File: src/rtl/dmem_arbiter.sv
// Two-requester arbiter in front of a single-ported data memory (IDLE -> ACCESS -> RESP).
// Define DMEM_ARB_RR_EN for round-robin arbitration of simultaneous requests; otherwise port 0 has priority.
module dmem_arbiter #(
    parameter int MEM_WIDTH = 32,
    parameter int ADDR_SIZE = 32,
    parameter int MEM_DEPTH = 1024
) (
    input  logic                 clk,
    input  logic                 rst,
    input  logic                 m0_req,
    input  logic                 m0_we,
    input  logic [ADDR_SIZE-1:0] m0_addr,
    input  logic [MEM_WIDTH-1:0] m0_wdata,
    output logic                 m0_gnt,
    output logic                 m0_rvalid,
    output logic [MEM_WIDTH-1:0] m0_rdata,
    input  logic                 m1_req,
    input  logic                 m1_we,
    input  logic [ADDR_SIZE-1:0] m1_addr,
    input  logic [MEM_WIDTH-1:0] m1_wdata,
    output logic                 m1_gnt,
    output logic                 m1_rvalid,
    output logic [MEM_WIDTH-1:0] m1_rdata,
    output logic [ADDR_SIZE-1:0] mem_addr,
    output logic [MEM_WIDTH-1:0] mem_din,
    output logic                 mem_w_en,
    output logic                 mem_R_en,
    input  logic [MEM_WIDTH-1:0] mem_dout
);

    typedef enum logic [1:0] {IDLE = 2'd0, ACCESS = 2'd1, RESP = 2'd2} state_t;

    state_t               state_q, state_d;
    logic                 owner_q, owner_d;
    logic                 we_q, we_d;
    logic [ADDR_SIZE-1:0] addr_q, addr_d;
    logic [MEM_WIDTH-1:0] wdata_q, wdata_d;
    logic [1:0]           rvalid_q, rvalid_d;
    logic [MEM_WIDTH-1:0] rdata_q [2];
    logic [MEM_WIDTH-1:0] rdata_d [2];
    logic [1:0]           gnt;
    logic                 can_accept;
    logic                 prefer0;
    logic                 accept;
    logic                 in_range;

`ifdef DMEM_ARB_RR_EN
    logic last_q, last_d;
`endif

    assign in_range = addr_q < ADDR_SIZE'(MEM_DEPTH);
    assign accept   = gnt[0] | gnt[1];

    // Grants are gated by rst so nothing is offered while reset is held.
    always_comb begin
        can_accept = rst && (state_q == IDLE || state_q == RESP);
`ifdef DMEM_ARB_RR_EN
        prefer0 = last_q;
`else
        prefer0 = 1'b1;
`endif
        gnt[0] = can_accept && m0_req && (!m1_req || prefer0);
        gnt[1] = can_accept && m1_req && !gnt[0];
    end

    always_comb begin
        state_d  = state_q;
        owner_d  = owner_q;
        we_d     = we_q;
        addr_d   = addr_q;
        wdata_d  = wdata_q;
        rvalid_d = '0;
        for (int i = 0; i < 2; i++) rdata_d[i] = rdata_q[i];
`ifdef DMEM_ARB_RR_EN
        last_d = last_q;
`endif
        case (state_q)
            IDLE, RESP: state_d = accept ? ACCESS : IDLE;
            ACCESS: begin
                state_d           = RESP;
                rvalid_d[owner_q] = 1'b1;
                if (!we_q) rdata_d[owner_q] = in_range ? mem_dout : '0;
            end
            default: state_d = IDLE;
        endcase
        if (accept) begin
            owner_d = gnt[1];
            we_d    = gnt[1] ? m1_we    : m0_we;
            addr_d  = gnt[1] ? m1_addr  : m0_addr;
            wdata_d = gnt[1] ? m1_wdata : m0_wdata;
`ifdef DMEM_ARB_RR_EN
            last_d  = gnt[1];
`endif
        end
    end

    always_ff @(posedge clk or negedge rst) begin
        if (!rst) begin
            state_q    <= IDLE;
            owner_q    <= 1'b0;
            we_q       <= 1'b0;
            addr_q     <= '0;
            wdata_q    <= '0;
            rvalid_q   <= '0;
            rdata_q[0] <= '0;
            rdata_q[1] <= '0;
`ifdef DMEM_ARB_RR_EN
            last_q     <= 1'b1;
`endif
        end else begin
            state_q    <= state_d;
            owner_q    <= owner_d;
            we_q       <= we_d;
            addr_q     <= addr_d;
            wdata_q    <= wdata_d;
            rvalid_q   <= rvalid_d;
            rdata_q[0] <= rdata_d[0];
            rdata_q[1] <= rdata_d[1];
`ifdef DMEM_ARB_RR_EN
            last_q     <= last_d;
`endif
        end
    end

    assign m0_gnt    = gnt[0];
    assign m1_gnt    = gnt[1];
    assign m0_rvalid = rvalid_q[0];
    assign m1_rvalid = rvalid_q[1];
    assign m0_rdata  = rdata_q[0];
    assign m1_rdata  = rdata_q[1];
    assign mem_addr  = addr_q;
    assign mem_din   = wdata_q;
    // Enables decode straight from state so an async reset drops them at once.
    assign mem_w_en  = (state_q == ACCESS) &&  we_q && in_range;
    assign mem_R_en  = (state_q == ACCESS) && !we_q && in_range;

endmodule

File: config.mk
export PLATFORM = sky130hd
export DESIGN_NAME = dmem_arbiter
export DESIGN_NICKNAME = d
export VERILOG_FILES = /design/src/rtl/dmem_arbiter.sv
export SDC_FILE = /design/constraint.sdc
export NUM_CORES = 1
export LEC_CHECK = 0
export BUFFER_PORTS_ARGS = -buffer_cell sky130_fd_sc_hd__buf_2
export CAP_MARGIN = 20
export CORE_UTILIZATION = 42
export DETAILED_ROUTE_END_ITERATION = 8
export PLACE_DENSITY = 0.77
export SYNTH_ARGS = -nofsm -noshare
export SYNTH_HDL_FRONTEND = slang
export SYNTH_SLANG_ARGS = --single-unit
File: constraint.sdc
create_clock -name clk -period 1.45 [get_ports clk]
set_input_delay 0.0725 -clock clk [delete_from_list [all_inputs] [get_ports clk]]
set_output_delay 0.0725 -clock clk [all_outputs]
set_load 0.1 [all_outputs]
-- After elaboration in Yosys (flattened, before gate mapping)
Cells that the tools add are included.
- flip-flop bits (word level): 134
- input bits: 166
- output and inout port bits: 134
- logic and storage cells: 46
- $lt $le $gt $ge: 5
- equal/unequal tests: 2
- muxes and demuxes: 12
- bitwise operators: 3
- reduce and logical (&&, ||, !) cells: 16
- operator list (operator ; count):
    32-bit 2-to-1 mux ; 4
    64-bit bitwise mux ; 1
    32-bit demux with 1-bit select ; 1
    32-bit by 11-bit < comparator with 1-bit output, second input constant ; 1
    1-bit logical AND ; 10
    2-bit one-hot mux with 2 select lines ; 1
    1-bit 2-to-1 mux ; 3
    2-bit by 1-bit == test with 1-bit output, second input constant ; 1
    2-bit == test, second input constant ; 1
    2-bit >= comparator, second input constant ; 1
    1-bit zero test ; 2
    2-bit zero test ; 1
    1-bit by 2-bit < comparator with 1-bit output, second input constant ; 1
    2-bit by 1-bit < comparator with 1-bit output, second input constant ; 1
    2-bit 2-to-1 mux ; 1
    1-bit NOT with 2-bit output ; 1
    2-bit AND reduction ; 1
    2-bit OR reduction ; 1
    1-bit demux with 1-bit select ; 1
    1-bit >= comparator, second input constant ; 1
    1-bit logical OR ; 1
    1-bit NOT ; 1
    1-bit OR ; 1

-- Depth between registers and ports, before layout
Gate-level depths: netlist (run 1).
- word-level depth: 9
- depth in mapped cells: 6
- mapped depth without buffers: 3

-- Worst setup path before layout (run 1)
OpenSTA, ideal clock, no wires.
- kind: register -> output
- from: reg addr_q[13], in the netlist mem_addr[13]
- to: out mem_R_en
- arrival time: 4.405 ns
- required time: 1.378 ns
- setup slack: -3.028 ns
- cell stages (with the launch flop): 6
- path buffers: 2
- cell sequence: dfrtp_1 -> nor4_1 -> nand4_1 -> buf_2 -> buf_6 -> nor4_1
- longest elaborated chain between the ends: 2
- ends and longest elaborated chain (element ; line ; text):
    start: declaration ; 36 ; logic [ADDR_SIZE-1:0] addr_q, addr_d;
    start signal: assignment ; 114 ; addr_q <= addr_d;
    32-bit by 11-bit < comparator with 1-bit output ; 51 ; assign in_range = addr_q < ADDR_SIZE'(MEM_DEPTH);
    1-bit logical AND ; 135 ; assign mem_R_en = (state_q == ACCESS) && !we_q && in_range;
    end: declaration ; 27 ; output logic mem_R_en,
No other way between the ends.

-- Final worst setup path (run 1)
- from: reg addr_q[17], in the netlist mem_addr[17]
- to: out mem_w_en
- longest elaborated chain between the ends: 2
- ends and longest elaborated chain (element ; line ; text):
    32-bit by 11-bit < comparator with 1-bit output ; 51 ;
    1-bit logical AND ; 134 ; assign mem_w_en = (state_q == ACCESS) && we_q && in_range;
    end: declaration ; 26 ; output logic mem_w_en,
No other way between the ends.

==> impl_metrics.ini, run 1 <==
[synth]
ys_warn_count = 0
ys_top_cells_by_area = dfrtp_1, mux2i_1, nand4_1, o22ai_1, o21ai_1
syn_inst = 605
syn_area_um2 = 6120
synth-main-ff-cell = dfrtp_1
yosysTopAreaCell = dfrtp_1
synth.distinct_cells = 25
ys_seq_area_share_pct = 54.8
synthArstFlopShare_pct = 100
synth_edf_count = 0
synth.most_common_cell = dfrtp_1
synthesis.nets = 771
synth.top_cells.by_count = dfrtp_1, inv_1
syn_area_per_cell_um2 = 10.1
synth_top_area_share_pct = 54.8
ys_seq_elements = 134

[drt]
routedWlPerCell_um = 26.4
dr_total_vias = 7864
via_per_inst = 6.14
drt-total-wl_um = 33800
dr.pass1.iters = 6
ant_nets = 0
first_iter_violations = 991
drcViolationCount = 0

[hold_path]
min_from = m1_wdata[22]
hold_depth = 3
min_delay_worst_endpoint = mem_din[22]
hp-class = primary input to flop

[clock_network]
cts-buffers-inserted = 17
clock_latency_ns = 0.42
clock-sinks = 134
cts.clk_slew.worst_paths_ns = 0.07
htreeDepth = 4
clock_path_buffers = 2
cts_tree = yes
cts.root.buffer_cell = clkbuf_16

[sta]
tightest_slew_ns = 0.593
whs_ns = 0.0163
final-max-slew-violation-count = 0
setup_violations = 135
slew_headroom_pct = 60.5
fin_ws_ns = -0.711
hold_viol_final = 0
finalCritPeriodShare_pct = 149
rsz0062_at_grt = true
fin_skew_ns = 0.0148
fmax_ghz = 0.463
tns_ns = -42.63
fin_crit_ns = 2.16

[cells_and_area]
fin_cells = 1280
final_nets = 1250
drive_gt1_share_pct = 53.0
seqCellArea_um2 = 3420
fill_cells = 605
multi_input_area_um2 = 3260
area_growth_pct = 94.7

[placement]
port_buffers = 299
gp_congestion = 0.815
dp_hpwl_um = 13000
placed_cells = 1070

[floorplan]
initial_core_util_pct = 43.6
rows = 43
boundaryPins = 300
dieHeight_um = 123
core_area_um2 = 14000
fp.dieW_um = 123
dieArea_um2 = 15100

[pwr]
p_leak_nw = 5.61
power_density_nw_per_um2 = 1970
peakVddDrop_v = 0.00127

[global_routing]
grt_pass1_vias = 7229
grt_first_pass_wirelength_um = 37400
grt_antenna_before_repair = 3
grt_start_max_net_pins = 90
grt_overflow = 0
grt.total_usage_pct = 33.2

[critical_path]
r2r_end = m1_rdata[12]
end_kind = output port
cp.arrival_ns = 2.09
worstReg2RegStart = mem_addr[17]
reg2reg_depth = 8
r2r_setup_slack_ns = -0.55
cp_max_fo = 3
cp-start-kind = flop
worstPathRequired_ns = 1.38
path_class = flop to output port

[outcome]
outcome = finished, violations left
violations = negative setup slack

[run]
cap_violations = 0
==> power breakdown <==
part           switching (mW)  total (mW)  internal, mW
sequential              0.836        5.75          4.92
clock                    1.72        4.52          2.80
combinational            10.8        13.2          2.42
total                    13.3        23.5          10.1
==> registers in the layout, indices dropped and copies added (netlist names) <==
signal	cells
m0_rdata	32
m1_rdata	32
mem_addr	32
mem_din	32
owner_q	1
rvalid_q	2
state_q	2
we_q	1
==> metal layers <==
| metal | share of wire, % | vias up | global-route usage [%] |
|---|---|---|---|
| met1 | 33 | 3752 | 37.0 |
| met4 | 9.7 | 2 | 24.7 |
| met3 | 10 | 277 | 8.50 |
| met5 | 0.038 | - | 0 |
| li1 | - | 3112 | - |
| met2 | 47 | 721 | 54.6 |
==> metrics by stage <==
step | setup WS (ns) | total power [mW] | utilization (%) | cell area, um2
5_1_grt | -0.769 | 24.1 | 84.9 | 11900
3_3_place_gp | -0.208 | 17.1 | 58.4 | 8200
4_1_cts | -0.630 | 22.1 | 75.2 | 10600
6_report | -0.711 | 23.5 | 84.9 | 11900
3_5_place_dp | -0.275 | 17.2 | 58.4 | 8200
2_1_floorplan | -1.04 | 15.0 | - | 6270
==> critical path: stages, from the launching register on <==
cell     delay, ns
dfrtp_4       0.51
nor4_4        0.27
nand4_1       0.20
buf_6         0.19
nor4_4        0.27
buf_12        0.22
==> worst max path at each step <==
| stage | startpoint | endpoint | slack (ns) | depth (start not counted) |
|---|---|---|---|---|
| after floorplan | mem_addr[15] | mem_R_en | -1.04 | 5 |
| after global placement | mem_addr[11] | mem_w_en | -0.21 | 5 |
| after detailed placement | mem_addr[30] | mem_w_en | -0.27 | 5 |
| after CTS | mem_addr[30] | mem_w_en | -0.63 | 5 |
| after global routing | mem_addr[11] | mem_w_en | -0.77 | 5 |
| final | mem_addr[17] | mem_w_en | -0.71 | 5 |
==> repair_timing <==
item | in CTS | in global routing
pin swaps | 2 | 84
gates resized for setup | 54 | 179
setup buffers | 6 | 10
gates cloned | 4 | 17
endpoints found under the setup margin | 70 | 120
endpoints found under the hold margin | 259 | 0
hold buffers | 139 | 0
==> area by class of cell <==
cell class | instances | area share (%)
repair buffers | 517 | 34.8
inverters | 68 | 2.17
clock inverters | 12 | 1.27
flip-flops and latches | 134 | 28.6
clock buffers | 20 | 3.83
diodes | 3 | 0.0630
multi-input cells | 346 | 27.4
well taps | 180 | 1.89
==> cells in the final DEF, fill, tap and decap left out, drive strengths merged, types with 3 or more instances in the layout <==
cell type / count
diode: 3
nor2: 3
nand2: 65
dfrtp: 134
clkinvlp: 3
bufinv: 3
nand4: 65
inv: 68
mux2i: 65
dlygate4sd3: 139
o21ai: 64
o22ai: 65
clkbuf: 36
nor4: 7
buf: 362
clkinv: 6
==> cells by family after synthesis <==
kind of cell	share of synthesized area [%]
and+or+nand+nor	13.0
buffers and inverters	9.52
AOI/OAI and AO/OA	12.1
DFF	54.8
muxes	10.6
No activity file was read; power rests on OpenSTA's default activity.
==> run 2: changes to the inputs <==
CTS_BUF_LIST = sky130_fd_sc_hd__clkbuf_16   (was not set)
==> run 2 against run 1 <==
The run ends with negative hold slack, negative setup slack left. Largest power group unchanged. Combinational power is essentially flat. Routed wire length is 4.2% lower. Highest routed layer is now met4. Maximum frequency barely moved. Die area is the same. Cell area barely moved. First-iteration DRC count fell by 2.7%. Non-clock buffer count shrank 1. Cell count down 0.23%. Power is 0.80% lower. Sequential power is essentially flat. Core utilization barely moved.
==> impl_metrics.ini, run 2 (same netlist as run 1, synthesis figures left out) <==
[outcome]
outcome = finished, violations left
violations = negative hold slack, negative setup slack

[drt]
drt-total-wl_um = 32400
first_iter_violations = 964
via_per_inst = 6.00
ant_nets = 0
dr_total_vias = 7657
drcViolationCount = 0
routedWlPerCell_um = 25.4
dr.pass1.iters = 5

[pwr]
p_leak_nw = 5.60
total_power_mw = 23.3
peakVddDrop_v = 0.00126
power_density_nw_per_um2 = 1950

[cells_and_area]
fill_cells = 586
layout_commonest_cell = buf_2
area_growth_pct = 94.7
multi_input_area_um2 = 3290
seqCellArea_um2 = 3420
final_nets = 1249
layout_common_cells = buf_2, dlygate4sd3_1, dfrtp_1, inv_1
drive_gt1_share_pct = 52.7

[global_routing]
grt_antenna_before_repair = 1
grt_pass1_vias = 7383
grt_first_pass_wirelength_um = 38800
grt_start_max_net_pins = 90
grt_overflow = 0
grt.total_usage_pct = 34.7

[clock_network]
clock-sinks = 134
cts.clk_slew.worst_paths_ns = 0.06
cts_tree = yes
cts-buffers-inserted = 17
clock_path_buffers = 2
cts.root.buffer_cell = clkbuf_16
htreeDepth = 4
clock_latency_ns = 0.41

[sta]
rsz0062_at_grt = true
fin_skew_ns = 0.0110
finalCritPeriodShare_pct = 149
fmax_ghz = 0.463
hold_viol_final = 1
setup_violations = 133
final-max-slew-violation-count = 0
fin_crit_ns = 2.16
tightest_slew_ns = 0.595
whs_ns = -0.0106
slew_headroom_pct = 60.3
fin_ws_ns = -0.712

[critical_path]
end_kind = output port
worstPathRequired_ns = 1.38
path_class = flop to output port
reg2reg_depth = 7
cp-start-kind = flop
cp_max_fo = 4
cp.arrival_ns = 2.09

[floorplan]
dieHeight_um = 123
rows = 43
initial_core_util_pct = 43.6
fp.dieW_um = 123
boundaryPins = 300
core_area_um2 = 14000
dieArea_um2 = 15100

[placement]
dp_hpwl_um = 13000
dp_slack_ns = -0.275
gp_congestion = 0.815
port_buffers = 299

[hold_path]
hp-class = primary input to flop
hold_depth = 3

[run]
cap_violations = 0
==> run 2: critical path: stages (launching register included) <==
cell	delay, ns
dfrtp_4	0.50
nor4_4	0.31
nand4_1	0.18
buf_6	0.18
nor4_4	0.29
buf_12	0.22
==> run 2: layout make-up <==
class | count | area share (%)
Clock inverter | 15 | 1.36
Inverter | 68 | 2.17
Sequential cell | 134 | 28.6
Antenna cell | 1 | 0.0210
Clock buffer | 17 | 3.57
Tap cell | 180 | 1.89
Timing Repair Buffer | 516 | 34.8
Multi-Input combinational cell | 346 | 27.6
==> run 2: path summary, 6_finish.rpt <==
| path | slack [ns] | start | endpoint |
|---|---|---|---|
| worst max-delay path | -0.71 | mem_addr[15] | mem_w_en |
| worst min-delay path | -0.01 | m1_addr[17] | mem_addr[17] |
| worst max register to register | -0.38 | mem_addr[15] | m0_rdata[31] |
| worst min register to register | 0.48 | m0_rdata[2] | m0_rdata[2] |
| max in group asynchronous | 0.57 | rst | mem_addr[20] |
| min in group asynchronous | 0.34 | rst | we_q |
==> run 2: through the flow <==
step | utilization (%) | cells | TNS [ns] | instance area [um2]
6_report | 84.9 | 1277 | -34.05 | 11900
4_1_cts | 76.2 | 1254 | -16.12 | 10700
3_3_place_gp | 58.4 | 1070 | -6.40 | 8200
2_1_floorplan | - | 605 | -8.27 | 6270
3_5_place_dp | 58.4 | 1070 | -11.46 | 8200
5_1_grt | 84.9 | 1277 | -39.65 | 11900
==> run 2: routing by layer <==
metal / share of wire [%] / track usage (%)
met2: 49 / 58.4
met4: 8.4 / 23.9
met1: 33 / 38.1
met5: 0 / 0
met3: 9.2 / 9.48
==> run 2: what timing repair did <==
item | CTS | global route
endpoints found under the hold margin | 259 | 1
setup endpoints to repair | 70 | 123
buffers inserted | 7 | 8
cloned | 6 | 15
pin swaps | 26 | 61
hold buffers | 139 | 1
gates resized for setup | 85 | 157
==> run 2: report_power, final <==
group	internal, mW	switching [mW]
combinational	2.44	10.7
sequential	4.92	0.814
clock	2.68	1.68
==> run 3: changes to the inputs <==
MAX_ROUTING_LAYER = met4   (was not set)
RECOVER_POWER = 25   (was not set)
clock period = 1.89 ns   (was 1.45 ns; I/O delays follow)
==> run 3 against run 2 <==
The run still ends with negative hold slack, negative setup slack left. Sequential share of layout area rose by 6.3 points. First-iteration DRC count fell by 46%. Power fell by 30%. Register-to-register slack improved by 0.43 ns. Cell area fell by 18%. Largest power group unchanged.
==> impl_metrics.ini, run 3 (same netlist as run 1, synthesis figures left out) <==
[floorplan]
initial_core_util_pct = 43.6
boundaryPins = 300
fp.dieW_um = 123
core_area_um2 = 14000
dieHeight_um = 123
rows = 43
dieArea_um2 = 15100

[cells_and_area]
layout_commonest_cell = buf_2
drive_gt1_share_pct = 40.5
seqCellArea_um2 = 3400
multi_input_area_um2 = 2360
fill_cells = 981
final_nets = 1167
fin_cells = 1196
layout_common_cells = buf_2, dfrtp_1, dlygate4sd3_1, inv_1
area_growth_pct = 59.1
fin_area_um2 = 9740

[drt]
dr_total_vias = 6625
drcViolationCount = 0
drt-total-wl_um = 24000
routedWlPerCell_um = 20.0
dr.pass1.iters = 5
via_per_inst = 5.54
first_iter_violations = 516
ant_nets = 0

[placement]
placed_cells = 1047
gp_congestion = 0.825
port_buffers = 299
dp_hpwl_um = 13100
placed_area_um2 = 7920

[clock_network]
cts-buffers-inserted = 17
clock-sinks = 134
cts_tree = yes
cts.clk_slew.worst_paths_ns = 0.06
htreeDepth = 4
clock_path_buffers = 2
clock_latency_ns = 0.42
cts.root.buffer_cell = clkbuf_16

[pwr]
seqPwrFrac_pct = 26.6
total_power_mw = 16.4
pwr-share-comb_pct = 55.3
power_density_nw_per_um2 = 1680
p_leak_nw = 4.86
peakVddDrop_v = 0.000910
intPower_mw = 6.88
p_sw_share_pct = 57.9
pwr-share-clk_pct = 18.2
power_switching_mw = 9.48

[global_routing]
top_usage_layer = met2
grt_overflow = 0
met3_usage_pct = 6.78
use_met2_pct = 51.8
grt_first_pass_wirelength_um = 34000
grt_start_max_net_pins = 65
grtUsageMet1_pct = 33.5
grt_pass1_vias = 6743
grt_antenna_before_repair = 1
grt.total_usage_pct = 31.2

[outcome]
outcome = finished, violations left
violations = negative hold slack, negative setup slack

[critical_path]
critPathLaunch = mem_addr[31]
max_stage_delay_ns = 0.48
cp_max_fo = 3
cp-start-kind = flop
end_kind = output port
worstReg2RegStart = state_q[0]
cp.arrival_ns = 2.04
crit_slowest_cell = dfrtp_4
cp_top_family = simple AND/OR/NAND/NOR gates
path_buf_inv = 2
worstPathRequired_ns = 1.80
path_class = flop to output port
crit_chain = nor4_1, nand4_1, buf_6, nor4_4, buf_12

[sta]
rsz0062_at_grt = true
slew_headroom_pct = 17.6
fmax_ghz = 0.469
finalCritPeriodShare_pct = 113
fin_skew_ns = 0.00706
whs_ns = -0.00195
tightest_slew_ns = 1.24
fin_ws_ns = -0.241
final-max-slew-violation-count = 0
hold_viol_final = 2
fin_crit_ns = 2.13
setup_violations = 2

[hold_path]
min_from = m0_we
hp-class = primary input to flop

[run]
cap_violations = 0
run 3: cell types whose count changed in the layout (fill, tap and decap cells not counted), moves of 8 or more:
cell           before  now
o22ai_4            31    0
mux2i_2             8    0
o21ai_2            59    0
buf_16              8    0
mux2i_1            54   65
o22ai_1             4   53
o22ai_2            30   12
buf_4              42   27
dlygate4sd3_1     140   86
buf_12             20    8
o21ai_1             2   60
buf_2             279  294
run 3: power by group through the flow:
stage                     clock network (mW)  registers [mW]  logic (mW)
after CTS                               3.02            4.32        8.96
after floorplan                            0            10.5       0.964
final                                   2.97            4.35        9.04
after global placement                     0            4.31        8.66
after global routing                    3.14            4.43        9.35
after detailed placement                   0            4.35        8.73
run 3: repair_timing:
item	4_1_cts	5_1_grt
hold endpoints to repair	251	0
gates resized for setup	4	26
hold buffers	122	0
buffers inserted	3	15
gates cloned	0	5
setup endpoints to repair	2	32
pin swaps	4	2
run 3: per-layer routing:
metal / part of all wire (%) / routed length (um)
met5: 0 / 0
met1: 36 / 8710
met4: 6.4 / 1540
met2: 50 / 12000
met3: 7.3 / 1750
run 3: path summary, 6_finish.rpt:
path | to | slack (ns) | cells past startpoint
max | mem_R_en | -0.24 | 5
max in group asynchronous | mem_addr[27] | 0.20 | 3
max reg2reg | mem_din[10] | 0.05 | 7
min reg2reg | m1_rdata[0] | 0.48 | 2
min | we_q | -0.002 | 3
min in group asynchronous | mem_addr[18] | 0.65 | 3
run 3: worst register-to-register path, delay by kind of cell, from the launching register on:
| kind | cells | cell delay [ns] |
|---|---|---|
| mux | 1 | 0.12 |
| simple gates | 1 | 0.39 |
| buf+inv | 4 | 0.63 |
| flops | 1 | 0.42 |
| compound gates | 1 | 0.15 |
run 3: final cells by class:
cell class / count / share of cell area [%]
flip-flops and latches: 134 / 34.9
multi-input cells: 345 / 24.3
inverters: 68 / 2.62
repair buffers: 435 / 30.5
clock buffers: 17 / 4.37
clock inverters: 15 / 1.00
well taps: 180 / 2.31
diodes: 2 / 0.0514
run 3: through the flow:
stage | util [%] | setup TNS [ns] | worst slack (ns) | hold WS, ns
floorplan | - | -1.25 | -0.626 | -0.201
global placement | 56.4 | 0 | 0.0367 | 0.168
global route | 69.3 | -1.10 | -0.267 | 0.0192
detailed placement | 56.4 | 0 | 0.0198 | 0.172
CTS | 69.1 | -0.394 | -0.202 | 0.000128
finish | 69.4 | -0.479 | -0.241 | -0.00195
